`config.mk`:
```
export PLATFORM = sky130hd
export DESIGN_NAME = clock_step_ctrl_flat
export DESIGN_NICKNAME = d
export VERILOG_FILES = /design/src/rtl/clock_step_ctrl_if.sv /design/src/rtl/clock_step_ctrl.sv /design/src/flat_wrapper.sv
export SDC_FILE = /design/constraint.sdc
export NUM_CORES = 1
export LEC_CHECK = 0
export BUFFER_PORTS_ARGS = -buffer_cell sky130_fd_sc_hd__buf_2
export CELL_PAD_IN_SITES_DETAIL_PLACEMENT = 1
export CELL_PAD_IN_SITES_GLOBAL_PLACEMENT = 2
export CORE_MARGIN = 3
export CORE_UTILIZATION = 44
export CTS_BUF_LIST = sky130_fd_sc_hd__clkbuf_8
export DETAILED_ROUTE_END_ITERATION = 8
export PLACE_DENSITY = 0.95
export SLEW_MARGIN = 20
export SYNTH_ARGS = -nofsm -noshare
export SYNTH_HDL_FRONTEND = slang
export SYNTH_SLANG_ARGS = --single-unit
```
`constraint.sdc`:
```
create_clock -name CLOCK_50 -period 4.05 [get_ports CLOCK_50]
set_input_delay 0.405 -clock CLOCK_50 [delete_from_list [all_inputs] [get_ports CLOCK_50]]
set_output_delay 0.405 -clock CLOCK_50 [all_outputs]
set_load 0.02 [all_outputs]
```
`src/rtl/clock_step_ctrl_if.sv`:
```
// Control/status bundle between the rate controller and the core/board.
// Inputs from switches, pushbutton and core; enable pulse and status back.
interface clock_step_ctrl_if;
  logic [1:0]  mode;
  logic        step_key;
  logic        halt_req;
  logic        cpu_en;
  logic [1:0]  state;
  logic [15:0] en_count;

  modport master (
    output mode,
    output step_key,
    output halt_req,
    input  cpu_en,
    input  state,
    input  en_count
  );

  modport slave (
    input  mode,
    input  step_key,
    input  halt_req,
    output cpu_en,
    output state,
    output en_count
  );
endinterface

```
`src/rtl/clock_step_ctrl.sv`:
```
// Issues a registered one-cycle cpu_en in fast/slow free-run or debounced single-step mode, with halt.
// Latency: mode pin -> state 3 cycles; no backpressure, pulses are never queued.
module clock_step_ctrl #(
  parameter int FAST_DIV_LOG2   = 6,
  parameter int SLOW_DIV_LOG2   = 25,
  parameter int DEBOUNCE_CYCLES = 1_000_000
) (
  input  logic             CLOCK_50,
  input  logic             reset_n,
  clock_step_ctrl_if.slave bus
);

  localparam int DB_W = $clog2(DEBOUNCE_CYCLES + 1);
  localparam logic [DB_W-1:0] DB_LAST = DB_W'(DEBOUNCE_CYCLES - 1);
  localparam logic [SLOW_DIV_LOG2-1:0] FAST_MASK =
    SLOW_DIV_LOG2'((64'd1 << FAST_DIV_LOG2) - 64'd1);

  localparam logic [1:0] MODE_IDLE = 2'b00;
  localparam logic [1:0] MODE_FAST = 2'b01;
  localparam logic [1:0] MODE_SLOW = 2'b10;
  localparam logic [1:0] MODE_STEP = 2'b11;

  typedef enum logic [1:0] {
    S_IDLE   = 2'd0,
    S_RUN    = 2'd1,
    S_STEP   = 2'd2,
    S_HALTED = 2'd3
  } state_t;

  // Assert asynchronously, release on a clock edge.
  logic rst_q1;
  logic rst_n_s;

  always_ff @(posedge CLOCK_50 or negedge reset_n) begin
    if (!reset_n) begin
      rst_q1  <= 1'b0;
      rst_n_s <= 1'b0;
    end else begin
      rst_q1  <= 1'b1;
      rst_n_s <= rst_q1;
    end
  end

  logic [1:0] mode_q1;
  logic [1:0] mode_s;
  logic       key_q1;
  logic       key_s;

  always_ff @(posedge CLOCK_50 or negedge rst_n_s) begin
    if (!rst_n_s) begin
      mode_q1 <= MODE_IDLE;
      mode_s  <= MODE_IDLE;
      key_q1  <= 1'b1;
      key_s   <= 1'b1;
    end else begin
      mode_q1 <= bus.mode;
      mode_s  <= mode_q1;
      key_q1  <= bus.step_key;
      key_s   <= key_q1;
    end
  end

  logic [DB_W-1:0] db_cnt;
  logic            key_db;
  logic            key_db_d;
  logic            press;

  always_ff @(posedge CLOCK_50 or negedge rst_n_s) begin
    if (!rst_n_s) begin
      db_cnt   <= '0;
      key_db   <= 1'b1;
      key_db_d <= 1'b1;
    end else begin
      key_db_d <= key_db;
      if (key_s == key_db) begin
        db_cnt <= '0;
      end else if (db_cnt == DB_LAST) begin
        db_cnt <= '0;
        key_db <= key_s;
      end else begin
        db_cnt <= db_cnt + 1'b1;
      end
    end
  end

  assign press = key_db_d & ~key_db;

  state_t                   state_q;
  state_t                   state_nxt;
  logic                     cpu_en_q;
  logic                     en_nxt;
  logic [15:0]              en_count_q;
  logic [SLOW_DIV_LOG2-1:0] presc;
  logic                     tick;
  logic                     rate_swap;

  assign tick = ((mode_s == MODE_FAST) && ((presc & FAST_MASK) == FAST_MASK)) ||
                ((mode_s == MODE_SLOW) && (&presc));

  // mode_q1 shows the rate change one cycle early so the restart lines up with mode_s.
  assign rate_swap = ((mode_s == MODE_FAST) && (mode_q1 == MODE_SLOW)) ||
                     ((mode_s == MODE_SLOW) && (mode_q1 == MODE_FAST));

  always_comb begin
    state_nxt = state_q;
    en_nxt    = 1'b0;
    if ((state_q != S_HALTED) && bus.halt_req) begin
      state_nxt = S_HALTED;
    end else begin
      case (state_q)
        S_HALTED: begin
          if (mode_s == MODE_IDLE) state_nxt = S_IDLE;
        end
        S_IDLE: begin
          if ((mode_s == MODE_FAST) || (mode_s == MODE_SLOW)) state_nxt = S_RUN;
          else if (mode_s == MODE_STEP)                        state_nxt = S_STEP;
        end
        S_RUN: begin
          if (mode_s == MODE_IDLE)      state_nxt = S_IDLE;
          else if (mode_s == MODE_STEP) state_nxt = S_STEP;
          en_nxt = tick & ~cpu_en_q;
        end
        S_STEP: begin
          if (mode_s == MODE_IDLE)                                  state_nxt = S_IDLE;
          else if ((mode_s == MODE_FAST) || (mode_s == MODE_SLOW)) state_nxt = S_RUN;
          en_nxt = press & ~cpu_en_q;
        end
        default: state_nxt = S_IDLE;
      endcase
    end
  end

  always_ff @(posedge CLOCK_50 or negedge rst_n_s) begin
    if (!rst_n_s) begin
      state_q    <= S_IDLE;
      cpu_en_q   <= 1'b0;
      en_count_q <= 16'd0;
    end else begin
      state_q  <= state_nxt;
      cpu_en_q <= en_nxt;
      if (en_nxt) en_count_q <= en_count_q + 16'd1;
    end
  end

  always_ff @(posedge CLOCK_50 or negedge rst_n_s) begin
    if (!rst_n_s) begin
      presc <= '0;
    end else if ((state_nxt != S_RUN) || (state_q != S_RUN) || rate_swap) begin
      presc <= '0;
    end else begin
      presc <= presc + 1'b1;
    end
  end

  assign bus.cpu_en   = cpu_en_q;
  assign bus.state    = state_q;
  assign bus.en_count = en_count_q;

endmodule

```
`src/flat_wrapper.sv`:
```
// flat-port wrapper written by rule: the top's interface ports become plain ports
module clock_step_ctrl_flat 
#(
  parameter int FAST_DIV_LOG2   = 6,
  parameter int SLOW_DIV_LOG2   = 25,
  parameter int DEBOUNCE_CYCLES = 1_000_000
)
  (CLOCK_50, reset_n, bus_mode, bus_step_key, bus_halt_req, bus_cpu_en, bus_state, bus_en_count);
  clock_step_ctrl_if bus_i ();
  input  logic CLOCK_50;
  input  logic reset_n;
  input wire logic [$bits(bus_i.mode)-1:0] bus_mode;
  input wire logic [$bits(bus_i.step_key)-1:0] bus_step_key;
  input wire logic [$bits(bus_i.halt_req)-1:0] bus_halt_req;
  output wire logic [$bits(bus_i.cpu_en)-1:0] bus_cpu_en;
  output wire logic [$bits(bus_i.state)-1:0] bus_state;
  output wire logic [$bits(bus_i.en_count)-1:0] bus_en_count;
  assign bus_i.mode = bus_mode;
  assign bus_i.step_key = bus_step_key;
  assign bus_i.halt_req = bus_halt_req;
  assign bus_cpu_en = bus_i.cpu_en;
  assign bus_state = bus_i.state;
  assign bus_en_count = bus_i.en_count;
  clock_step_ctrl #(.FAST_DIV_LOG2(FAST_DIV_LOG2), .SLOW_DIV_LOG2(SLOW_DIV_LOG2), .DEBOUNCE_CYCLES(DEBOUNCE_CYCLES)) u_core (.CLOCK_50(CLOCK_50), .reset_n(reset_n), .bus(bus_i));
endmodule
```
== Yosys cells after proc, flatten, opt, wreduce, memory -nomap -nowiden ==
Index checks and enable logic that the tools add are counted.

* Register bits: 74
* Latch bits: 0
* Memory bits (writable): 0
* Bits in read-only memories: 0
* Input port bits: 6
* Logic and storage cells: 63
* Memories: 0

* Add/sub/neg operators: 3
* Multiply operators: 0
* Divide/modulo/power cells: 0
* Magnitude comparators: 0
* Equality and inequality tests: 14
* Shift-type cells: 0
* Mux-type cells: 13
* Bitwise operators: 6
* Reductions and logical operators: 14

{| class="wikitable"
|+ Operator list
! cell !! count
|-
| $mux W20 || 2
|-
| $add A25 B1 Y25 const B || 1
|-
| $mux W25 || 1
|-
| $reduce_and A25 Y1 || 1
|-
| $add A20 B1 Y20 const B || 1
|-
| $eq A20 B20 Y1 const B || 1
|-
| $add A16 B1 Y16 const B || 1
|-
| $mux W2 || 7
|-
| $eq A2 B2 Y1 const B || 5
|-
| $pmux W2 S4 || 1
|-
| $eq A2 B1 Y1 const B || 3
|-
| $eq A6 B6 Y1 const B || 1
|-
| $logic_and A1 B1 Y1 || 5
|-
| $logic_or A1 B1 Y1 || 5
|-
| $logic_not A2 Y1 || 2
|-
| $ne A2 B1 Y1 const B || 2
|-
| $and A1 B1 Y1 || 3
|-
| $not A1 Y1 || 3
|-
| $ne A2 B2 Y1 const B || 1
|-
| $pmux W1 S2 || 1
|-
| $reduce_and A2 Y1 || 1
|-
| $eq A1 B1 Y1 || 1
|-
| $mux W1 || 1
|}

== Longest topological paths before layout ==
* Word-level depth: 10
* Gate-level depth with buffers: 8
* Gate-level depth less buffers: 7

== Worst setup path before layout ==
Ideal clock, no wire load.

* Path type: register to register
* Start point: register u_core.presc[0]
* End point: register u_core.en_count_q[15], in the netlist u_core.bus.en_count[15]
* Setup time: 0.079 ns
* Data arrival time: 2.145 ns
* Path slack: 1.826 ns
* Cell stages (with the launch flop): 8
* Path buffers: 1
* Clock period less this slack: 2.224 ns
* Cell sequence: dfrtp_1 ha_1 nand4_1 or4_4 o32a_1 buf_6 nor4_4 xor2_1

* Word-level cells in the longest chain between the ends: 6
* Elaborated cells on any way between the ends: 8

{| class="wikitable"
|+ Ends and longest elaborated chain
! element !! RTL line !! RTL
|-
| start: declaration || clock_step_ctrl.sv:93 || <nowiki>logic [SLOW_DIV_LOG2-1:0] presc;</nowiki>
|-
| start signal: assignment || clock_step_ctrl.sv:151 || <nowiki>presc <= presc + 1'b1;</nowiki>
|-
| $reduce_and A25 Y1 / $eq A6 B6 Y1 (equally long branches) || clock_step_ctrl.sv:98, clock_step_ctrl.sv:97 ||
|-
| $logic_and A1 B1 Y1 (on tied branches) || clock_step_ctrl.sv:98, clock_step_ctrl.sv:97 ||
|-
| $logic_or A1 B1 Y1 * || clock_step_ctrl.sv:97 || <nowiki>assign tick = ((mode_s == MODE_FAST) && ((presc & FAST_MASK) == FAST_MASK)) ||</nowiki>
|-
| $and A1 B1 Y1 * || clock_step_ctrl.sv:121 || <nowiki>en_nxt = tick & ~cpu_en_q;</nowiki>
|-
| $pmux W1 S2 * || clock_step_ctrl.sv:110 || <nowiki>case (state_q)</nowiki>
|-
| $mux W1 * || clock_step_ctrl.sv:107 || <nowiki>if ((state_q != S_HALTED) && bus.halt_req) begin</nowiki>
|-
| end signal: assignment || clock_step_ctrl.sv:141 || <nowiki>if (en_nxt) en_count_q <= en_count_q + 16'd1;</nowiki>
|-
| end: declaration || clock_step_ctrl.sv:92 || <nowiki>logic [15:0] en_count_q;</nowiki>
|}

Mark *: on every way between the ends. The rest lies on a longest branch, timed or not.
A chain may end at the register's enable or synchronous reset.

== Worst setup path after layout ==
* Start point: register u_core.presc[0]
* End point: register u_core.en_count_q[14], in the netlist u_core.bus.en_count[14]

Same word-level chain as after synthesis.

==> impl_results.md <==
- Routability Congestion: 0.818
- Post-synth EDFFs: 0
- Vias/cell: 5.23
- Synth unique cells: 38
- #FFs+latches synth: 74
- Clock skew: 12.1 ps
- Slew Viols, Final: 0
- DR pass1 iterations: 4
- Grt ovf: 0
- Hold path cells: 1
- Minimum clock period: 2540 ps
- Final wirelength: 7.48 mm
- Hold Vio Cnt, Final: 0
- Final setup viols: 0
- CTS tree: done
- Area leader, netlist: dfrtp_1
- Clock latency on the worst-skew pair: 360 ps
- Clk buf depth: 2
- RSZ-0062 raised after global routing: no
- WL per Instance: 15.2 um
- Max Clk Rate: 393 MHz
- Number of filler cells placed in the layout: 902
- Antenna-violating nets left: 0
- Post-synth top area share: 49.1%
- CP Capture Type: flop
- DR iter-0 viols: 88
- Critical path data arrival time: 2820 ps
- Vias: 2570
- Resized Gates After CTS: 0
- Ant. Diodes: 0
- Die H: 96.0 um
- Area delta synth->final: 12.8%
- Post-CTS Setup Repair Bufs: 0
- Synth area leaders: dfrtp_1 (49%), xor2_1 (8.3%), nor2_1 (6.7%), xnor2_1 (5.6%), nand3_1 (4.3%)
- Layout cells sized above 1: 14.7%
- GR Util All Layers: 17.7%
- Largest net degree at the start of global routing: 51
- Post-DP HPWL: 5.23 mm
- Core Area: 7810 um^2
- Die ar.: 9220 um^2
- Period Utilization, post-route: 62.8%
- Worst EP required: 4330 ps
- Static leakage: 1.81 nW
- First-pass GRT wire length: 12.5 mm
- Reg2reg path depth: 6
- Mean Syn Cell Area: 10.1 um^2
- Slew of the pin with the lowest slew margin: 883 ps
- Post-Synthesis Cells: 353
- YS warnings: 0
- Ports: 25
- Syn Std Cell Area: 3570 um^2
- Antenna violations before repair: 0
- Setup TNS: 0 ps
- Root Buffer: clkbuf_8
- Hold Path Class: input port to flop
- Initial Util: 45.7%
- Nets: 401
- Most frequent cells after synthesis: dfrtp_1 (70), nor2_1 (64), xor2_1 (34)
- # rows: 32
- Top-count cell post-synth: dfrtp_1
- H-Tree Depth: 3
- Reg clk slew, reported paths: 90 ps
- Setup crit start kind: flop
- Main flop type after synthesis: dfrtp_1
- Status: finished clean
- Maximum vdd drop: 133 uV
- Max cap viols: 0
- Remaining routing DRC violations: 0
- Num CTS Buffers: 9
- Chip Width: 96.0 um
- Crit-path max FO: 11
- Async S/R FF share, synth: 100%
- Seq/Total Area, Yosys: 52.1%
- P per Cell Area: 437 nW/um^2
- Hold WS: 137 ps
- Number of global-route vias before repair: 2589
- Rel. slew slack: 40.6%
- Syn Nets: 370
- PortBufs: 24
- Sink Count: 74
- Crit path kind: flop to flop
==> kinds of logic (layout without fill, tap and decap cells) <==
logic type	count (synthesis)	count (layout)	share of synthesized area, %
simple gates	168	168	23.7
flops	74	74	52.1
xor+xnor	57	57	14.0
buf+inv	25	61	2.84
compound gates	15	15	2.84
fa+ha+maj	11	11	3.86
mux	2	2	0.631
other cells	1	1	0.105
==> report_power, final <==
part / switching [W] / internal (W)
sequential: 0.0000612 / 0.000781
combinational: 0.000223 / 0.000123
clock: 0.000288 / 0.000284
total: 0.000572 / 0.00119
==> layout by cell type (no fill, tap or decap), drive strengths merged, types with 4 or more instances in the layout <==
cell / synthesis / routed
dfrtp: 70 / 70
nor2: 64 / 64
xor2: 34 / 34
nand3: 31 / 31
buf: 2 / 26
xnor2: 23 / 23
inv: 18 / 19
nand2: 19 / 19
nand4: 12 / 12
ha: 11 / 11
and3: 10 / 10
clkbuf: 5 / 9
nor4: 8 / 8
nor3: 7 / 7
nand2b: 4 / 4
and4: 4 / 4
dfstp: 4 / 4
clkinv: 0 / 4
==> layout make-up <==
cell class | instances | area, um^2 | share of cell area, %
Tap cell | 102 | 128 | 3.17
Clock inverter | 7 | 72.6 | 1.80
Clock buffer | 9 | 124 | 3.08
Multi-Input combinational cell | 254 | 1630 | 40.4
Inverter | 18 | 67.6 | 1.68
Sequential cell | 74 | 1860 | 46.2
Timing Repair Buffer | 27 | 145 | 3.61
==> per-layer routing <==
layer  track usage (%)  wire length, um  vias to the layer above
met1              24.1             3560                     1289
met2              27.5             3620                       33
met5                 0                0                        -
li1                  -                -                     1242
met4              6.04               81                        0
met3              4.46              217                        6
==> critical path, stage by stage, from the launching register on <==
cell and delay [ps]:
dfrtp_1 390, ha_1 260, nand4_1 180, or4_4 530
o32a_1 560, nor4_1 390, xor2_1 170
==> final timing paths <==
kind,from,end,slack (ps)
setup reg to reg,u_core.presc[0]$_DFF_PN0_,u_core.bus.en_count[14]$_DFFE_PN0P_,1510
hold / removal,bus_step_key,u_core.key_q1$_DFF_PN1_,140
max in group asynchronous,u_core.rst_n_s$_DFF_PN0_,u_core.presc[9]$_DFF_PN0_,2920
hold reg to reg,u_core.rst_n_s$_DFF_PN0_,u_core.db_cnt[14]$_DFF_PN0_,360
setup / recovery,u_core.presc[0]$_DFF_PN0_,u_core.bus.en_count[14]$_DFFE_PN0P_,1510
min in group asynchronous,reset_n,u_core.rst_q1$_DFF_PN0_,360
==> flip-flops by register name, indices dropped and copies added, names as in the netlist <==
name                 cells
u_core.bus.cpu_en        1
u_core.bus.en_count     16
u_core.bus.state         2
u_core.db_cnt           20
u_core.key_db            1
u_core.key_db_d          1
u_core.key_q1            1
u_core.key_s             1
u_core.mode_q1           2
u_core.mode_s            2
u_core.presc            25
u_core.rst_n_s           1
u_core.rst_q1            1
==> repair_timing <==
item | 4_1_cts | 5_1_grt
setup endpoints to repair | 0 | 0
hold buffers | 1 | 0
hold endpoints to repair | 2 | 0
==> per-stage QoR <==
step,cell area [um^2],total power (W),setup slack [ps],utilization (%),cells
floorplan,3570,0.00108,1830,-,353
global placement,3800,0.00118,1610,48.7,474
detailed placement,3800,0.00119,1520,48.7,474
CTS,4010,0.00177,1500,51.4,491
global route,4020,0.00187,1350,51.5,491
finish,4020,0.00176,1510,51.5,491
No activity file was read; power rests on OpenSTA's default activity.
